==> config.mk <==
export PLATFORM = sky130hd
export DESIGN_NAME = pia_input_conditioner
export DESIGN_NICKNAME = d
export VERILOG_FILES = /design/src/rtl/pia_input_conditioner_pkg.sv /design/src/rtl/pia_input_conditioner_debounce_bit.sv /design/src/rtl/pia_input_conditioner.sv
export SDC_FILE = /design/constraint.sdc
export NUM_CORES = 1
export LEC_CHECK = 0
export ABC_AREA = 1
export BUFFER_PORTS_ARGS = -buffer_cell sky130_fd_sc_hd__clkbuf_2
export CAP_MARGIN = 20
export CORE_MARGIN = 2
export CORE_UTILIZATION = 60
export CTS_CLUSTER_SIZE = 25
export DETAILED_ROUTE_END_ITERATION = 7
export PLACE_DENSITY_LB_ADDON = 0.3
export SLEW_MARGIN = 20
export SYNTH_ARGS = -nofsm -noshare
export SYNTH_HDL_FRONTEND = slang
export SYNTH_HIERARCHICAL = 1
export SYNTH_SLANG_ARGS = --single-unit
==> constraint.sdc <==
create_clock -name clk_i -period 1.5 [get_ports clk_i]
set_input_delay 0.225 -clock clk_i [delete_from_list [all_inputs] [get_ports clk_i]]
set_output_delay 0.225 -clock clk_i [all_outputs]
set_load 0.005 [all_outputs]
==> src/rtl/pia_input_conditioner_pkg.sv <==
// Shared constants for the PIA input conditioner: button bit map and bus widths.
package pia_input_pkg;

  localparam int unsigned BTN_X     = 0;
  localparam int unsigned BTN_B     = 1;
  localparam int unsigned BTN_Y     = 2;
  localparam int unsigned BTN_A     = 3;
  localparam int unsigned BTN_UP    = 4;
  localparam int unsigned BTN_DOWN  = 5;
  localparam int unsigned BTN_LEFT  = 6;
  localparam int unsigned BTN_RIGHT = 7;

  localparam int unsigned NUM_BTN = 8;
  localparam int unsigned NUM_SW  = 4;

endpackage

==> src/rtl/pia_input_conditioner_debounce_bit.sv <==
// Single-input conditioner: pad synchroniser, persistence debouncer and accept-high pulse.
module debounce_bit #(
  parameter int unsigned SYNC_STAGES     = 2,
  parameter int unsigned DEBOUNCE_CYCLES = 250000
) (
  input  logic clk_i,
  input  logic rst_ni,
  input  logic raw_i,
  output logic q_o,
  output logic rise_o
);

  localparam int unsigned    CntW   = $clog2(DEBOUNCE_CYCLES + 1);
  localparam logic [CntW-1:0] CntMax = CntW'(DEBOUNCE_CYCLES - 1);

  logic [SYNC_STAGES-1:0] sync_d, sync_q;
  logic                   stable_d, stable_q;
  logic [CntW-1:0]        cnt_d, cnt_q;
  logic                   rise_d, rise_q;
  logic                   s;

  assign s = sync_q[SYNC_STAGES-1];

  always_comb begin
    sync_d   = {sync_q[SYNC_STAGES-2:0], raw_i};
    stable_d = stable_q;
    cnt_d    = '0;
    rise_d   = 1'b0;
    if (s != stable_q) begin
      if (cnt_q == CntMax) begin
        stable_d = s;
        rise_d   = s;
      end else begin
        cnt_d = cnt_q + 1'b1;
      end
    end
  end

  always_ff @(posedge clk_i or negedge rst_ni) begin
    if (!rst_ni) begin
      sync_q   <= '0;
      stable_q <= 1'b0;
      cnt_q    <= '0;
      rise_q   <= 1'b0;
    end else begin
      sync_q   <= sync_d;
      stable_q <= stable_d;
      cnt_q    <= cnt_d;
      rise_q   <= rise_d;
    end
  end

  assign q_o    = stable_q;
  assign rise_o = rise_q;

endmodule

==> src/rtl/pia_input_conditioner.sv <==
// Board buttons/DIP switches -> clean active-low buttons and switches for the PIA.
// Optional autofire on button A is built when AUTOFIRE_EN is defined.
module pia_input_conditioner
  import pia_input_pkg::*;
#(
  parameter int unsigned SYNC_STAGES     = 2,
  parameter int unsigned DEBOUNCE_CYCLES = 250000,
  parameter int unsigned AUTOFIRE_PERIOD = 1250000
) (
  input  logic               clk_i,
  input  logic               rst_ni,
  input  logic [NUM_BTN-1:0] btn_raw_i,
  input  logic [NUM_SW-1:0]  sw_raw_i,
  input  logic               autofire_en_i,
  output logic [NUM_BTN-1:0] buttons_o,
  output logic [NUM_SW-1:0]  sw_o,
  output logic [NUM_BTN-1:0] press_o
);

  logic [NUM_BTN-1:0] btn_stable, btn_rise;
  logic [NUM_SW-1:0]  sw_stable, sw_rise;
  logic [NUM_BTN-1:0] buttons_d, buttons_q;
  logic [NUM_SW-1:0]  sw_d, sw_q;
  logic [NUM_BTN-1:0] press_d, press_q;

  for (genvar i = 0; i < NUM_BTN; i++) begin : g_btn
    debounce_bit #(
      .SYNC_STAGES    (SYNC_STAGES),
      .DEBOUNCE_CYCLES(DEBOUNCE_CYCLES)
    ) u_db (
      .clk_i (clk_i),
      .rst_ni(rst_ni),
      .raw_i (btn_raw_i[i]),
      .q_o   (btn_stable[i]),
      .rise_o(btn_rise[i])
    );
  end

  for (genvar i = 0; i < NUM_SW; i++) begin : g_sw
    debounce_bit #(
      .SYNC_STAGES    (SYNC_STAGES),
      .DEBOUNCE_CYCLES(DEBOUNCE_CYCLES)
    ) u_db (
      .clk_i (clk_i),
      .rst_ni(rst_ni),
      .raw_i (sw_raw_i[i]),
      .q_o   (sw_stable[i]),
      .rise_o(sw_rise[i])
    );
  end

  logic unused_sw_rise;
  assign unused_sw_rise = ^sw_rise;

`ifdef AUTOFIRE_EN
  localparam int unsigned     AfW   = (AUTOFIRE_PERIOD > 1) ? $clog2(AUTOFIRE_PERIOD) : 1;
  localparam logic [AfW-1:0]  AfMax = AfW'(AUTOFIRE_PERIOD - 1);

  logic [AfW-1:0] af_cnt_d, af_cnt_q;
  logic           af_active_d, af_active_q;
  logic           unused_rise_a;
  assign unused_rise_a = btn_rise[BTN_A];

  always_comb begin
    buttons_d   = ~btn_stable;
    sw_d        = sw_stable;
    press_d     = btn_rise;
    af_cnt_d    = '0;
    af_active_d = 1'b0;
    if (autofire_en_i && btn_stable[BTN_A]) begin
      af_active_d = 1'b1;
      if (!af_active_q) begin
        buttons_d[BTN_A] = 1'b0;
      end else if (af_cnt_q == AfMax) begin
        buttons_d[BTN_A] = ~buttons_q[BTN_A];
      end else begin
        af_cnt_d         = af_cnt_q + 1'b1;
        buttons_d[BTN_A] = buttons_q[BTN_A];
      end
    end
    // Every 1->0 transition of A counts as a press, including autofire re-presses.
    press_d[BTN_A] = buttons_q[BTN_A] & ~buttons_d[BTN_A];
  end

  always_ff @(posedge clk_i or negedge rst_ni) begin
    if (!rst_ni) begin
      af_cnt_q    <= '0;
      af_active_q <= 1'b0;
    end else begin
      af_cnt_q    <= af_cnt_d;
      af_active_q <= af_active_d;
    end
  end
`else
  logic unused_autofire_en;
  assign unused_autofire_en = autofire_en_i;

  always_comb begin
    buttons_d = ~btn_stable;
    sw_d      = sw_stable;
    press_d   = btn_rise;
  end
`endif

  always_ff @(posedge clk_i or negedge rst_ni) begin
    if (!rst_ni) begin
      buttons_q <= '1;
      sw_q      <= '0;
      press_q   <= '0;
    end else begin
      buttons_q <= buttons_d;
      sw_q      <= sw_d;
      press_q   <= press_d;
    end
  end

  assign buttons_o = buttons_q;
  assign sw_o      = sw_q;
  assign press_o   = press_q;

endmodule

==> results.sh, run 1 <==
export IMPL_crit_type="flop to flop"
export IMPL_dp_slack_ps=31.2
export IMPL_post_dp_hpwl_mm=17.7
export IMPL_r2r_end="g_btn[3].u_db/cnt_q[16]"
export IMPL_rr_worst_depth=6
export IMPL_grt_pass1_wl_mm=45.6
export IMPL_synth_nets=1701
export IMPL_min_period_over_period_pct=95.6
export IMPL_htree_levels=1
export IMPL_worst_setup_path_end_kind="flop"
export IMPL_stdcell_area_um2=16200
export IMPL_met2_wirelength_mm=13.2
export IMPL_routabilityCongestion=0.853
export IMPL_core_area_um2=22800
export IMPL_die_height_um=157
export IMPL_top_layer_used="met4"
export IMPL_clk_pin_slew_ps=60
export IMPL_grt_overflow=0
export IMPL_dr_total_vias=10717
export IMPL_grt_max_degree=56
export IMPL_drive_gt1_share_pct=20.1
export IMPL_clk_insertion_delay_late_ps=540
export IMPL_fin_ws_ps=66.5
export IMPL_nNetsFinal=1809
export IMPL_drv_cap=0
export IMPL_critical_path_max_fanout=10
export IMPL_synth_area_um2=14000
export IMPL_antenna_found_initial=0
export IMPL_routed_wl_mm=26.5
export IMPL_dr_pass1_iters=6
export IMPL_synthToLayoutAreaGrowth_pct=15.5
export IMPL_required_ps=1920
export IMPL_cts_tree="done"
export IMPL_initial_core_util_pct=61.6
export IMPL_io_pin_count=35
export IMPL_hold_viol=0
export IMPL_dieArea_um2=24600
export IMPL_min_period_ps=1430
export IMPL_finClkSkew_ps=7.88
export IMPL_cts_buffers=30
export IMPL_cts_path_max_buffers=3
export IMPL_hp_class="input port to asynchronous set/reset pin"
export IMPL_dp_cells=2036
export IMPL_cts_root_buffer="clkbuf_16"
export IMPL_portBuffers=33
export IMPL_outcome="complete, no violations"
export IMPL_max_freq_ghz=0.698
export IMPL_worstPathArrival_ps=1850
export IMPL_layout_cells_non_filler=2119
export IMPL_routedWlPerCell_um=12.5
export IMPL_drc=0
export IMPL_setup_viol=0
export IMPL_vdd_drop_max_uv=931
export IMPL_grtUsageTotal_pct=22.0
export IMPL_dr_first_iter_drc_count=584
export IMPL_wl_met1_mm=11.9
export IMPL_die_w_um=157
export IMPL_r2r_start="g_btn[3].u_db/cnt_q[0]"
export IMPL_slew_viol_final=0
export IMPL_fillers=1726
export IMPL_r2r_slack_ps=70
export IMPL_placed_area_um2=14800
export IMPL_avgSynthCellArea_um2=8.38
export IMPL_rows=55
export IMPL_finish_utilization_pct=71.1
export IMPL_ant_nets=0
export IMPL_grt_pass1_vias=10571
export IMPL_clkSinkCount=280
export IMPL_power_density_nw_per_um2=967
export IMPL_p_leak_nw=7.13
export IMPL_yosys_warnings=6
export IMPL_slew_headroom_pct=73.3
export IMPL_holdWs_ps=134
export IMPL_netlist_instances=1674
export IMPL_antenna_cells=0
export IMPL_tightest_slew_ps=398
export IMPL_wl_met3_um=881
export IMPL_startpoint_type="flop"
export IMPL_viasPerCell=5.06
-- sequential cells by signal, indices dropped and copies added, names as in the netlist --
signal             count
g_btn.u_db/cnt_q     144
g_sw.u_db/cnt_q       72
g_btn.u_db/sync_q     16
buttons_o              8
g_btn.u_db/q_o         8
g_btn.u_db/rise_o      8
g_sw.u_db/sync_q       8
press_o                8
g_sw.u_db/q_o          4
sw_o                   4
-- cell type report --
type,instances,area [µm²],share of cell area (%)
Sequential cell,280,7020,43.3
Multi-Input combinational cell,1184,6390,39.4
Clock buffer,41,883,5.45
Inverter,200,753,4.65
Timing Repair Buffer,86,656,4.05
Tap cell,313,392,2.42
Clock inverter,15,110,0.680
-- critical path, stage by stage, from the launching register on --
cell	delay (ps)
dfrtp_1	420
ha_4	190
nand3_4	110
nor2_1	220
nand2_1	150
nand2_4	150
a21oi_1	70
-- timing repair --
action | in CTS | in global routing
pin swaps | 0 | 2
cloned | 0 | 1
gates resized for setup | 1 | 40
hold endpoints to repair | 284 | 0
hold buffers | 13 | 0
buffers inserted | 0 | 13
setup endpoints to repair | 1 | 158
-- worst max path at each step --
stage	slack, ps	cells after the start	from	end
after floorplan	260	6	g_btn[5].u_db/cnt_q[0]	g_btn[5].u_db/cnt_q[13]
after global placement	90	6	g_btn[5].u_db/cnt_q[0]	g_btn[5].u_db/cnt_q[13]
after detailed placement	30	6	g_sw[3].u_db/cnt_q[0]	g_sw[3].u_db/cnt_q[14]
after CTS	20	9	g_sw[3].u_db/cnt_q[0]	g_sw[3].u_db/cnt_q[10]
after global routing	-50	6	g_btn[3].u_db/cnt_q[0]	g_btn[3].u_db/cnt_q[16]
final	70	6	g_btn[3].u_db/cnt_q[0]	g_btn[3].u_db/cnt_q[16]
-- power by group --
group | switching [W] | total, W | leakage [nW] | internal, W
clock network | 0.00299 | 0.00727 | 0.490 | 0.00428
logic | 0.000391 | 0.000634 | 2.84 | 0.000242
registers | 0.000102 | 0.00777 | 3.80 | 0.00766
total | 0.00348 | 0.0157 | 7.13 | 0.0122
-- placed cells by master, fill, tap and decap left out --
master,count
nand2_2,71
buf_12,4
nand3_2,9
nand2_1,276
nand3b_1,12
buf_4,36
dfrtp_1,272
ha_4,3
nor2_1,347
a21oi_2,7
ha_2,7
dlygate4sd3_1,13
nand4_1,34
nand3_4,3
a21oi_1,43
clkbuf_1,3
nor2_4,40
buf_8,1
dfstp_2,8
nor2_2,39
bufinv_16,1
clkinv_2,10
clkinvlp_4,4
inv_4,1
nor3_1,37
nand2_4,13
xor2_1,59
inv_2,36
clkbuf_16,31
nand3_1,98
nor3b_1,12
o21ai_0,12
inv_1,163
clkbuf_2,32
a31oi_1,12
xnor2_1,48
clkbuf_8,7
ha_1,2
-- layer usage --
metal,GRT usage (%),up-vias
li1,-,5438
met1,28.4,5081
met2,39.5,157
met5,0,-
met4,4.98,0
met3,3.08,41
-- metrics by stage --
| step | setup TNS [ps] | power (W) |
|---|---|---|
| after floorplan | 0 | 0.00811 |
| after detailed placement | 0 | 0.00843 |
| after CTS | 0 | 0.0158 |
| after global routing | -454 | 0.0163 |
| after global placement | 0 | 0.00841 |
| final | 0 | 0.0157 |
(Power assumes the default switching activity.)
==> run 2, diff against run 1 <==
--- a/config.mk
+++ b/config.mk
@@ -9,7 +9,7 @@
 export BUFFER_PORTS_ARGS = -buffer_cell sky130_fd_sc_hd__clkbuf_2
 export CAP_MARGIN = 20
 export CORE_MARGIN = 2
-export CORE_UTILIZATION = 60
+export CORE_UTILIZATION = 57
 export CTS_CLUSTER_SIZE = 25
 export DETAILED_ROUTE_END_ITERATION = 7
 export PLACE_DENSITY_LB_ADDON = 0.3
==> constraint.sdc (replaced) <==
create_clock -name clk_i -period 1.3 [get_ports clk_i]
set_input_delay 0.195 -clock clk_i [delete_from_list [all_inputs] [get_ports clk_i]]
set_output_delay 0.195 -clock clk_i [all_outputs]
set_load 0.005 [all_outputs]
==> run 2 against run 1 <==
Net effect:
- count of clock-buffer cells in the layout shrank 1
- non-clock buffer count grew 159
- the run now ends with setup timing left
- worst hold slack lost 45 ps
==> results.sh, run 2 (synthesized netlist as in run 1, its figures left out) <==
export IMPL_finClkSkew_ps=15.5
export IMPL_top_layer_used="met4"
export IMPL_min_period_ps=1440
export IMPL_combPwrFrac_pct=5.3
export IMPL_die_w_um=161
export IMPL_rows=57
export IMPL_cts_buffers=31
export IMPL_die_height_um=161
export IMPL_layout_cells_most_common="nor2_1"
export IMPL_drive_gt1_share_pct=43.3
export IMPL_required_ps=1730
export IMPL_clkSinkCount=280
export IMPL_dp_cells=2139
export IMPL_routabilityCongestion=0.837
export IMPL_portBuffers=33
export IMPL_cts_path_max_buffers=3
export IMPL_r2r_start="g_btn[1].u_db/cnt_q[5]"
export IMPL_dr_pass1_iters=5
export IMPL_switching_share_pct=21.5
export IMPL_placed_area_um2=15500
export IMPL_clk_pin_slew_ps=60
export IMPL_antenna_found_initial=0
export IMPL_slew_headroom_pct=77.5
export IMPL_synthToLayoutAreaGrowth_pct=39.0
export IMPL_grt_max_degree=57
export IMPL_nNetsFinal=1980
export IMPL_post_dp_hpwl_mm=18.6
export IMPL_slew_viol_final=0
export IMPL_routed_wl_mm=37.1
export IMPL_routedWlPerCell_um=16.2
export IMPL_drv_cap=0
export IMPL_r2r_slack_ps=-140
export IMPL_grtUsageTotal_pct=23.1
export IMPL_dr_total_vias=12362
export IMPL_p_clk_share_pct=49.7
export IMPL_outcome="finished with violations"
export IMPL_min_period_over_period_pct=111
export IMPL_worstPathArrival_ps=1880
export IMPL_drc=0
export IMPL_largest_reg_flops=144
export IMPL_cts_root_buffer="clkbuf_16"
export IMPL_finish_utilization_pct=80.4
export IMPL_wl_met1_mm=15.0
export IMPL_p_total_w=0.0200
export IMPL_tightest_slew_ps=336
export IMPL_grt_pass1_vias=11426
export IMPL_htree_levels=1
export IMPL_crit_type="flop to flop"
export IMPL_seqPwrFrac_pct=45.0
export IMPL_rr_worst_depth=7
export IMPL_viasPerCell=5.38
export IMPL_initial_core_util_pct=57.9
export IMPL_largest_registers="g_btn.u_db/cnt_q: 144 flops, g_sw.u_db/cnt_q: 72 flops, g_btn.u_db/sync_q: 16 flops"
export IMPL_r2r_end="g_btn[1].u_db/q_o"
export IMPL_p_leak_nw=8.46
export IMPL_setup_viol=123
export IMPL_io_pin_count=35
export IMPL_antenna_cells=0
export IMPL_met2_wirelength_mm=19.6
export IMPL_rsz0062_at_grt="yes"
export IMPL_ant_nets=0
export IMPL_max_freq_ghz=0.692
export IMPL_regMostFlops="g_btn.u_db/cnt_q"
export IMPL_switchingPower_w=0.00430
export IMPL_worst_setup_path_end_kind="flop"
export IMPL_dr_first_iter_drc_count=964
export IMPL_dieArea_um2=25900
export IMPL_clk_insertion_delay_late_ps=560
export IMPL_layout_common_cells="nor2_1 (242), nand2_1 (229), dfrtp_1 (218)"
export IMPL_grt_pass1_wl_mm=51.0
export IMPL_hp_class="input port to asynchronous set/reset pin"
export IMPL_power_density_nw_per_um2=1030
export IMPL_vdd_drop_max_uv=978
export IMPL_wl_met3_mm=1.49
export IMPL_cts_tree="done"
export IMPL_hold_viol=0
export IMPL_core_area_um2=24200
export IMPL_fin_ws_ps=-144
export IMPL_startpoint_type="flop"
export IMPL_p_int_w=0.0157
export IMPL_stdcell_area_um2=19500
export IMPL_layout_cells_non_filler=2299
export IMPL_critical_path_max_fanout=4
export IMPL_violations="setup timing"
export IMPL_grt_overflow=0
## run 2: changes by cell type in the layout (fill, tap and decap cells not counted), moves of 19 or more
| cell | change |
|---|---|
| nand2_2 | +22 |
| buf_4 | +122 |
| nor2_1 | -105 |
| dfrtp_2 | +54 |
| xnor2_1 | -19 |
| nor2_4 | +35 |
| nand3_2 | +39 |
| nor2_2 | +70 |
| buf_6 | +37 |
| dfrtp_1 | -54 |
| nand2_4 | +27 |
| nand3_1 | -49 |
| nand2_1 | -47 |
## run 2: metrics by stage
step | hold WS [ps] | setup WS, ps | setup TNS, ps
2_1_floorplan | -101 | 58.0 | 0
3_3_place_gp | 71.1 | -25.6 | -67.4
3_5_place_dp | 75.6 | -83.1 | -3470
4_1_cts | 89.8 | -132 | -794
5_1_grt | 95.6 | -200 | -16200
6_report | 89.4 | -144 | -5770
## run 2: worst max path at each step
stage / startpoint / to / slack (ps) / depth (start not counted)
finish: g_btn[1].u_db/cnt_q[5] / g_btn[1].u_db/q_o / -140 / 7
floorplan: g_btn[5].u_db/cnt_q[0] / g_btn[5].u_db/cnt_q[13] / 60 / 6
global route: g_sw[2].u_db/cnt_q[11] / g_sw[2].u_db/cnt_q[14] / -200 / 9
global placement: g_sw[3].u_db/cnt_q[0] / g_sw[3].u_db/cnt_q[13] / -30 / 7
detailed placement: g_btn[5].u_db/cnt_q[0] / g_btn[5].u_db/cnt_q[11] / -80 / 6
CTS: buttons_o[1] / buttons_o[1] / -130 / 1
## run 2: critical path, cell delays in order (launching register included)
cell,delay [ps]
dfrtp_1,430
inv_1,160
nand3_2,130
nor2_4,190
nand2_4,100
buf_6,120
nand2_1,90
nand2_1,90
## run 2: power by group through the flow
stage	logic, W	clock network (W)	registers [W]
detailed placement	0.000784	0	0.00909
global route	0.00117	0.0105	0.00901
CTS	0.000869	0.0101	0.00895
floorplan	0.000269	0	0.00909
global placement	0.000755	0	0.00908
finish	0.00106	0.00995	0.00900
## run 2: area by class of cell
cell class / count / area, µm²
multi-input cells: 1195 / 8060
flip-flops and latches: 280 / 7080
fillers: 1304 / 4740
repair buffers: 245 / 2000
clock buffers: 40 / 860
inverters: 200 / 793
well taps: 324 / 405
clock inverters: 15 / 303
## run 2: what timing repair did
action                     4_1_cts  5_1_grt
hold buffers                    13        0
hold endpoints to repair       286        0
pin swaps                       26      208
setup buffers                   25       68
resized for setup               74      461
cloned                           5        7
setup endpoints to repair      152      196
## run 2: per-layer routing
layer	track usage, %	vias to the layer above
li1	-	5824
met4	5.72	0
met1	30.7	6073
met3	2.97	111
met5	0	-
met2	40.4	354
==> run 3, diff against run 2 <==
--- a/config.mk
+++ b/config.mk
@@ -12,6 +12,7 @@
 export CORE_UTILIZATION = 57
 export CTS_CLUSTER_SIZE = 25
 export DETAILED_ROUTE_END_ITERATION = 7
+export GPL_TIMING_DRIVEN = 0
 export PLACE_DENSITY_LB_ADDON = 0.3
 export SLEW_MARGIN = 20
 export SYNTH_ARGS = -nofsm -noshare
==> run 3 against run 2 <==
Net effect:
- the run still ends with setup timing left
- fmax down 0.30%
- final cell count down 2.5%
- combinational power about the same
- flip-flop and latch count unchanged
- via count down 2.5%
- first-iteration DRC count down 20%
- total power down 2.4%
- final area down 1.9%
- non-clock buffer count down 58
- count of clock-buffer cells in the layout down 2
- core utilization down 1.5 points
- critical endpoint is now g_btn[4].u_db/cnt_q[6]
==> results.sh, run 3 (synthesized netlist as in run 1, its figures left out) <==
export IMPL_outcome="finished with violations"
export IMPL_violations="setup timing"
export IMPL_clk_insertion_delay_late_ps=570
export IMPL_worst_setup_path_end_kind="flop"
export IMPL_max_freq_ghz=0.690
export IMPL_dr_first_iter_drc_count=771
export IMPL_power_density_nw_per_um2=1020
export IMPL_routed_wl_mm=35.2
export IMPL_grt_pass1_vias=10707
export IMPL_setup_tns_ps=-3710
export IMPL_antenna_found_initial=0
export IMPL_portBuffers=33
export IMPL_nNetsFinal=1921
export IMPL_tightest_slew_ps=457
export IMPL_clk_pin_slew_ps=70
export IMPL_p_clk_share_pct=48.4
export IMPL_required_ps=1750
export IMPL_r2r_slack_ps=-150
export IMPL_post_dp_hpwl_mm=17.0
export IMPL_regMostFlops="g_btn.u_db/cnt_q"
export IMPL_finish_utilization_pct=78.9
export IMPL_multi_input_area_um2=8200
export IMPL_hp_class="input port to asynchronous set/reset pin"
export IMPL_p_int_w=0.0151
export IMPL_dieArea_um2=25900
export IMPL_rsz0062_at_grt="yes"
export IMPL_met3_usage_pct=2.97
export IMPL_finClkSkew_ps=23.4
export IMPL_met2_usage_pct=37.7
export IMPL_viasPerCell=5.38
export IMPL_seqPwrFrac_pct=46.2
export IMPL_ant_nets=0
export IMPL_slew_viol_final=0
export IMPL_drive_gt1_share_pct=41.0
export IMPL_vdd_drop_max_uv=1320
export IMPL_crit_type="flop to flop"
export IMPL_cts_path_max_buffers=3
export IMPL_layout_common_cells="nor2_1 (256), nand2_1 (239), dfrtp_1 (202)"
export IMPL_cts_buffers=30
export IMPL_layout_cells_most_common="nor2_1"
export IMPL_routabilityCongestion=0.842
export IMPL_busiest_layer="met2"
export IMPL_initial_core_util_pct=57.9
export IMPL_dp_cells=2034
export IMPL_grt_overflow=0
export IMPL_largest_registers="g_btn.u_db/cnt_q: 144 flops, g_sw.u_db/cnt_q: 72 flops, g_btn.u_db/sync_q: 16 flops"
export IMPL_slew_headroom_pct=69.5
export IMPL_cts_root_buffer="clkbuf_16"
export IMPL_antenna_cells=0
export IMPL_ff_latch_area_um2=7100
export IMPL_synthToLayoutAreaGrowth_pct=36.4
export IMPL_placed_area_um2=14700
export IMPL_p_leak_nw=8.23
export IMPL_cts_tree="done"
export IMPL_grt_max_degree=83
export IMPL_switching_share_pct=22.6
export IMPL_layout_cells_non_filler=2242
export IMPL_io_pin_count=35
export IMPL_min_period_over_period_pct=111
export IMPL_stdcell_area_um2=19100
export IMPL_dr_total_vias=12059
export IMPL_die_height_um=161
export IMPL_htree_levels=1
export IMPL_gr_usage_met1_pct=29.3
export IMPL_setup_viol=108
export IMPL_largest_reg_flops=144
export IMPL_combPwrFrac_pct=5.4
export IMPL_drv_cap=0
export IMPL_drc=0
export IMPL_hold_viol=0
export IMPL_critical_path_max_fanout=4
export IMPL_dr_pass1_iters=5
export IMPL_dp_slack_ps=-192
export IMPL_die_w_um=161
export IMPL_min_period_ps=1450
export IMPL_core_area_um2=24200
export IMPL_rows=57
export IMPL_fillers=1388
export IMPL_worstPathArrival_ps=1900
export IMPL_startpoint_type="flop"
export IMPL_clkSinkCount=280
export IMPL_grt_pass1_wl_mm=48.2
export IMPL_fin_ws_ps=-149
export IMPL_grtUsageTotal_pct=21.8
export IMPL_switchingPower_w=0.00441
export IMPL_routedWlPerCell_um=15.7
run 3: cell count changes in the layout (fill, tap and decap cells not counted), sizes merged:
cell      previous run  this run
buf                201       141
clkinv               6        12
bufinv               9         6
clkinvlp             1         3
inv                199       197
run 3: per-layer routing:
layer	up-vias	wire [µm]	share of wire [%]
met2	312	18300	52
met3	102	1350	3.8
met1	5946	14500	41
li1	5699	-	-
met5	-	0	0
met4	0	1020	2.9
run 3: final timing paths:
path                                        start                 endpoint  depth (start not counted)
max reg2reg                g_btn[4].u_db/cnt_q[0]   g_btn[4].u_db/cnt_q[6]                          6
min in group clk_i                   btn_raw_i[3]  g_btn[3].u_db/sync_q[0]                          2
max                        g_btn[4].u_db/cnt_q[0]   g_btn[4].u_db/cnt_q[6]                          6
min                                        rst_ni    g_sw[2].u_db/cnt_q[6]                          2
max in group asynchronous                  rst_ni             buttons_o[6]                          3
min reg2reg                  g_btn[6].u_db/rise_o               press_o[6]                          0
run 3: what timing repair did:
action	CTS	global route
cloned	9	3
hold buffers	13	0
setup endpoints to repair	190	197
endpoints found under the hold margin	58	0
setup buffers	37	99
gates resized for setup	136	420
pin swaps	52	193
run 3: critical path, stage by stage (launching register included):
cell,delay (ps)
dfrtp_1,410
ha_4,190
nand3_4,120
inv_4,110
buf_4,110
a31oi_1,110
nor3_1,270
run 3: cell type report:
| class | count | area share, % |
|---|---|---|
| multi-input combinational | 1195 | 42.9 |
| sequential | 280 | 37.1 |
| timing repair buffer | 184 | 7.77 |
| clock buffer | 38 | 4.45 |
| inverter | 200 | 4.20 |
| tap | 324 | 2.12 |
| clock inverter | 18 | 1.33 |
| buffer | 3 | 0.157 |
run 3: power by group through the flow:
| stage | Combinational [W] | Sequential, W | Clock (W) |
|---|---|---|---|
| after global routing | 0.00115 | 0.00903 | 0.00997 |
| after floorplan | 0.000269 | 0.00909 | 0 |
| after global placement | 0.000521 | 0.00911 | 0 |
| after CTS | 0.000803 | 0.00897 | 0.00956 |
| final | 0.00105 | 0.00902 | 0.00945 |
| after detailed placement | 0.000568 | 0.00911 | 0 |
run 3: metrics by stage:
step                      hold WS, ps  power [W]
final                             143     0.0195
after global routing              190     0.0201
after CTS                         162     0.0193
after detailed placement          181    0.00968
after global placement            303    0.00963
after floorplan                  -101    0.00936
